$ cat config.mk
export PLATFORM = sky130hd
export DESIGN_NAME = product_accumulator_flat
export DESIGN_NICKNAME = d
export VERILOG_FILES = /design/src/rtl/product_accumulator_if.sv /design/src/rtl/product_accumulator.sv /design/src/flat_wrapper.sv
export SDC_FILE = /design/constraint.sdc
export NUM_CORES = 1
export LEC_CHECK = 0
export ABC_AREA = 1
export BUFFER_PORTS_ARGS = -buffer_cell sky130_fd_sc_hd__buf_2
export CAP_MARGIN = 20
export CELL_PAD_IN_SITES_DETAIL_PLACEMENT = 0
export CELL_PAD_IN_SITES_GLOBAL_PLACEMENT = 2
export CORE_ASPECT_RATIO = 1.1
export CORE_MARGIN = 2
export CORE_UTILIZATION = 31
export CTS_BUF_LIST = sky130_fd_sc_hd__clkbuf_16
export DETAILED_ROUTE_END_ITERATION = 16
export PLACE_DENSITY = 0.78
export SLEW_MARGIN = 20
export SYNTH_ARGS = -nofsm -noshare
export SYNTH_HDL_FRONTEND = slang
export SYNTH_SLANG_ARGS = --single-unit
$ cat constraint.sdc
create_clock -name clk -period 2.7 [get_ports clk]
set_input_delay 0.405 -clock clk [delete_from_list [all_inputs] [get_ports clk]]
set_output_delay 0.405 -clock clk [all_outputs]
set_load 0.02 [all_outputs]
$ cat src/rtl/product_accumulator_if.sv
// Handshake bundle between the 2-bit multiplier's product stream, the
// accumulator and the result consumer.
interface product_accumulator_if #(
   parameter int ACC_W = 8
);
   logic             start;
   logic             p3;
   logic             p2;
   logic             p1;
   logic             p0;
   logic             in_valid;
   logic             in_ready;
   logic [ACC_W-1:0] acc_out;
   logic             out_valid;
   logic             out_ready;
   logic             overflow;
   logic             busy;

   modport master (
      output start, p3, p2, p1, p0, in_valid, out_ready,
      input  in_ready, acc_out, out_valid, overflow, busy
   );

   modport slave (
      input  start, p3, p2, p1, p0, in_valid, out_ready,
      output in_ready, acc_out, out_valid, overflow, busy
   );
endinterface

$ cat src/rtl/product_accumulator.sv
// Sums LEN consecutive 4-bit products into an ACC_W-bit result held behind a
// valid/ready handshake. Define ACC_SATURATE_EN to clamp instead of wrap on overflow.
module product_accumulator #(
   parameter int ACC_W = 8,
   parameter int LEN   = 4
) (
   input  logic                    clk,
   input  logic                    rst_n,
   product_accumulator_if.slave    bus
);
   localparam int CNT_W = $clog2(LEN + 1);

   typedef enum logic [1:0] {
      S_IDLE = 2'd0,
      S_ACC  = 2'd1,
      S_DONE = 2'd2
   } state_t;

   state_t             state_q, state_d;
   logic [CNT_W-1:0]   count_q, count_d;
   logic [ACC_W-1:0]   acc_q, acc_d;
   logic               ovf_q, ovf_d;

   logic [3:0]         prod_s;
   logic [ACC_W:0]     sum_s;
   logic               beat_s;
   logic               last_s;

   assign prod_s = {bus.p3, bus.p2, bus.p1, bus.p0};
   assign beat_s = (state_q == S_ACC) && bus.in_valid;
   assign sum_s  = {1'b0, acc_q} + {{(ACC_W-3){1'b0}}, prod_s};
   assign last_s = (count_q == CNT_W'(LEN - 1));

   // Next-state logic; acc/count/overflow only move on start or an accepted beat.
   always_comb begin
      state_d = state_q;
      count_d = count_q;
      acc_d   = acc_q;
      ovf_d   = ovf_q;
      case (state_q)
         S_IDLE: begin
            if (bus.start) begin
               state_d = S_ACC;
               count_d = '0;
               acc_d   = '0;
               ovf_d   = 1'b0;
            end else begin
               state_d = S_IDLE;
            end
         end
         S_ACC: begin
            if (beat_s) begin
               ovf_d   = ovf_q | sum_s[ACC_W];
`ifdef ACC_SATURATE_EN
               acc_d   = sum_s[ACC_W] ? {ACC_W{1'b1}} : sum_s[ACC_W-1:0];
`else
               acc_d   = sum_s[ACC_W-1:0];
`endif
               count_d = count_q + CNT_W'(1);
               if (last_s) begin
                  state_d = S_DONE;
               end else begin
                  state_d = S_ACC;
               end
            end else begin
               state_d = S_ACC;
            end
         end
         S_DONE: begin
            if (bus.out_ready) begin
               state_d = S_IDLE;
            end else begin
               state_d = S_DONE;
            end
         end
         default: begin
            state_d = S_IDLE;
         end
      endcase
   end

   // State and datapath registers.
   always_ff @(posedge clk or negedge rst_n) begin
      if (!rst_n) begin
         state_q <= S_IDLE;
         count_q <= '0;
         acc_q   <= '0;
         ovf_q   <= 1'b0;
      end else begin
         state_q <= state_d;
         count_q <= count_d;
         acc_q   <= acc_d;
         ovf_q   <= ovf_d;
      end
   end

   assign bus.in_ready  = (state_q == S_ACC);
   assign bus.out_valid = (state_q == S_DONE);
   assign bus.busy      = (state_q != S_IDLE);
   assign bus.acc_out   = acc_q;
   assign bus.overflow  = ovf_q;
endmodule

$ cat src/flat_wrapper.sv
// flat-port wrapper written by rule: the top's interface ports become plain ports
module product_accumulator_flat 
#(
   parameter int ACC_W = 8,
   parameter int LEN   = 4
)
  (clk, rst_n, bus_start, bus_p3, bus_p2, bus_p1, bus_p0, bus_in_valid, bus_out_ready, bus_in_ready, bus_acc_out, bus_out_valid, bus_overflow, bus_busy);
  product_accumulator_if #(.ACC_W(ACC_W)) bus_i ();
  input  logic clk;
  input  logic rst_n;
  input wire logic [$bits(bus_i.start)-1:0] bus_start;
  input wire logic [$bits(bus_i.p3)-1:0] bus_p3;
  input wire logic [$bits(bus_i.p2)-1:0] bus_p2;
  input wire logic [$bits(bus_i.p1)-1:0] bus_p1;
  input wire logic [$bits(bus_i.p0)-1:0] bus_p0;
  input wire logic [$bits(bus_i.in_valid)-1:0] bus_in_valid;
  input wire logic [$bits(bus_i.out_ready)-1:0] bus_out_ready;
  output wire logic [$bits(bus_i.in_ready)-1:0] bus_in_ready;
  output wire logic [$bits(bus_i.acc_out)-1:0] bus_acc_out;
  output wire logic [$bits(bus_i.out_valid)-1:0] bus_out_valid;
  output wire logic [$bits(bus_i.overflow)-1:0] bus_overflow;
  output wire logic [$bits(bus_i.busy)-1:0] bus_busy;
  assign bus_i.start = bus_start;
  assign bus_i.p3 = bus_p3;
  assign bus_i.p2 = bus_p2;
  assign bus_i.p1 = bus_p1;
  assign bus_i.p0 = bus_p0;
  assign bus_i.in_valid = bus_in_valid;
  assign bus_i.out_ready = bus_out_ready;
  assign bus_in_ready = bus_i.in_ready;
  assign bus_acc_out = bus_i.acc_out;
  assign bus_out_valid = bus_i.out_valid;
  assign bus_overflow = bus_i.overflow;
  assign bus_busy = bus_i.busy;
  product_accumulator #(.ACC_W(ACC_W), .LEN(LEN)) u_core (.clk(clk), .rst_n(rst_n), .bus(bus_i));
endmodule
==> impl_metrics.py <==
metrics = {
    "worst_setup_path": {
        "cp.arrival_ns": 1.74,
        "start_kind": "flip-flop",
        "crit_type": "flip-flop to flip-flop",
        "required_ns": 2.82,
        "crit_path_end_kind": "flip-flop",
        "path_max_fanout": 3,
    },
    "yosys": {
        "synthDominantCellAreaShare_pct": 42.4,
        "async_flop_share_pct": 100,
        "synth_edf_count": 0,
        "synth_most_common_cell": "nand2_1",
        "ys_types": 23,
        "synth_area_um2": 826,
        "seq_area_frac_synth_pct": 42.4,
        "synth_cells": 97,
        "syn-num-nets": 113,
        "synthTopCellsByArea": "dfrtp_1 42%, nand2_1 11%, ha_1 9.1%",
        "synth_ff_type": "dfrtp_1",
        "ys_top_cells_by_count": "25 x nand2_1, 14 x dfrtp_1, 13 x inv_1",
        "ys_ff_latch": 14,
        "ys_warn_count": 0,
        "synth_area_leader_cell": "dfrtp_1",
        "syn_avg_cell_area_um2": 8.51,
    },
    "sta": {
        "rsz0062_at_grt": "false",
        "fin_crit_sh_pct": 59.9,
        "finalHoldViolCount": 0,
        "finalMaxSlewViolations": 0,
        "setup_viol_count_final": 0,
        "clock_skew_ns": 0.00237,
        "max_freq_mhz": 618,
        "worst-slew-pin-transition_ns": 0.327,
        "tns_ns": 0,
        "min_period_ns": 1.62,
        "slew_headroom_pct": 78.2,
        "hold-worst-slack_ns": 0.0581,
    },
    "clock_tree": {
        "clk_latency_ns": 0.24,
        "clock_sinks": 14,
        "cts_resized": 0,
        "post_cts.repair.setup_buffers": 0,
        "clk_pin_slew_ns": 0.05,
        "cts.path.max_buffers": 2,
        "root_buffer": "clkbuf_16",
        "cts_tree": "done",
        "htreeDepth": 1,
        "numCtsBuffers": 3,
        "hold_buffers": 0,
    },
    "global_routing": {
        "grt_pass1_wl_um": 3140,
        "grt_start_max_net_pins": 15,
        "first_global_vias": 720,
        "antenna_found_initial": 0,
        "gr-total-overflow": 0,
        "grt_usage_pct": 13.8,
    },
    "placement": {
        "port_buffers": 20,
        "dp_hpwl_um": 1320,
        "routabilityCongestion": 0.754,
    },
    "floorplanning": {
        "die_area_um2": 3090,
        "die_y_um": 58.1,
        "rows": 19,
        "top_level_ports": 21,
        "start_util_pct": 32.8,
        "die_w_um": 53.2,
        "core_area_um2": 2520,
    },
    "cells_and_area": {
        "final_nets": 138,
        "layout-drive-gt1-share_pct": 27.3,
        "syn2layout_area_growth_pct": 26.4,
        "diodes": 0,
    },
    "route": {
        "via_per_inst": 4.49,
        "drtPass1Iterations": 4,
        "drc_errors": 0,
        "ant_nets": 0,
        "drtIter0Drc": 3,
        "vias": 683,
        "wl_per_cell_um": 11.2,
        "routed_wl_um": 1700,
    },
    "run_status": {
        "outcome": "complete, no violations",
    },
    "pwr": {
        "ir_drop_mv": 0.475,
        "finalPower_w": 0.00123,
        "p_leak_nw": 0.579,
        "power_density_nw_per_um2": 1180,
    },
    "hold_path": {
        "hold_class": "primary input to asynchronous set/reset pin",
    },
    "run": {
        "maxCapViolCount": 0,
    },
}
-- through the flow --
stage | worst slack [ns] | instance area (um2) | utilization [%] | std cells
floorplan | 1.10 | 826 | - | 97
global placement | 1.00 | 965 | 38.3 | 148
detailed placement | 0.995 | 965 | 38.3 | 148
CTS | 1.07 | 1040 | 41.4 | 152
global route | 0.899 | 1040 | 41.4 | 152
finish | 1.08 | 1040 | 41.4 | 152
-- placed cells by master (no fill, tap or decap) --
| cell type | synthesis | final |
|---|---|---|
| o21bai_2 | 1 | 1 |
| nor2_4 | 1 | 1 |
| a21oi_1 | 3 | 3 |
| xnor2_1 | 1 | 1 |
| fa_1 | 1 | 1 |
| o21ai_0 | 4 | 4 |
| nand3_2 | 1 | 1 |
| nand2_2 | 2 | 2 |
| ha_1 | 6 | 6 |
| inv_2 | 1 | 1 |
| clkbuf_16 | 0 | 3 |
| clkinv_1 | 0 | 1 |
| a22o_1 | 3 | 3 |
| nor3b_1 | 1 | 1 |
| o22ai_1 | 1 | 1 |
| and2_1 | 1 | 1 |
| a21oi_2 | 1 | 1 |
| inv_1 | 13 | 13 |
| dfrtp_1 | 14 | 14 |
| nand2_1 | 25 | 25 |
| o21ai_1 | 1 | 1 |
| nand3_1 | 6 | 6 |
| nand2_4 | 2 | 2 |
| nor2_1 | 7 | 7 |
| nor2_2 | 1 | 1 |
| buf_2 | 0 | 20 |
-- state kept, by name, indices dropped and copies added, names as in the netlist --
| register | flops |
|---|---|
| u_core.bus.acc_out | 8 |
| u_core.count_q | 3 |
| u_core.state_q | 2 |
| u_core.bus.overflow | 1 |
-- metal layers --
layer,track usage [%],part of all wire (%),vias to the layer above
met4,5.49,0.59,0
li1,-,-,363
met1,19.1,49,301
met5,0,0,-
met3,2.32,5.1,2
met2,21.2,45,17
-- power by group --
part,internal (W),switching (W),total (W)
combinational,0.000214,0.000359,0.000573
sequential,0.000299,0.0000771,0.000376
clock,0.000196,0.0000829,0.000279
-- area by class of cell --
type / instances / area, um2
multi-input cells: 69 / 423
fillers: 271 / 1480
inverters: 14 / 52.6
repair buffers: 20 / 100
clock buffers: 3 / 75.1
flip-flops and latches: 14 / 350
well taps: 31 / 38.8
clock inverters: 1 / 3.75
-- kinds of logic (layout without fill, tap and decap cells) --
logic type	Yosys count	in the layout	synth area share, %
simple gates	47	47	27.4
flops	14	14	42.4
buf+inv	14	38	6.36
compound gates	14	14	11.2
xor+xnor	1	1	1.06
fa+ha+maj	7	7	11.5
-- worst paths after layout --
path                                       startpoint                     to  slack, ns  cells after the start
worst max-delay path            u_core.bus.acc_out[0]    u_core.bus.overflow       1.08                      8
worst min-delay path                            rst_n    u_core.bus.overflow       0.06                      1
worst max register to register  u_core.bus.acc_out[0]    u_core.bus.overflow       1.08                      8
worst min register to register      u_core.count_q[0]      u_core.count_q[0]       0.50                      1
max in group asynchronous                       rst_n  u_core.bus.acc_out[0]       2.40                      1
min in group clk                        bus_out_ready      u_core.state_q[1]       0.41                      4
-- worst max-delay path, cell delays in order (launching register included) --
cell and delay, ns:
dfrtp_1 0.39, ha_1 0.25, fa_1 0.41, nand3_1 0.09
nand2_1 0.10, nand2_1 0.08, nand2_1 0.05, nand3_1 0.05
o21ai_0 0.07
(Power assumes the default switching activity.)
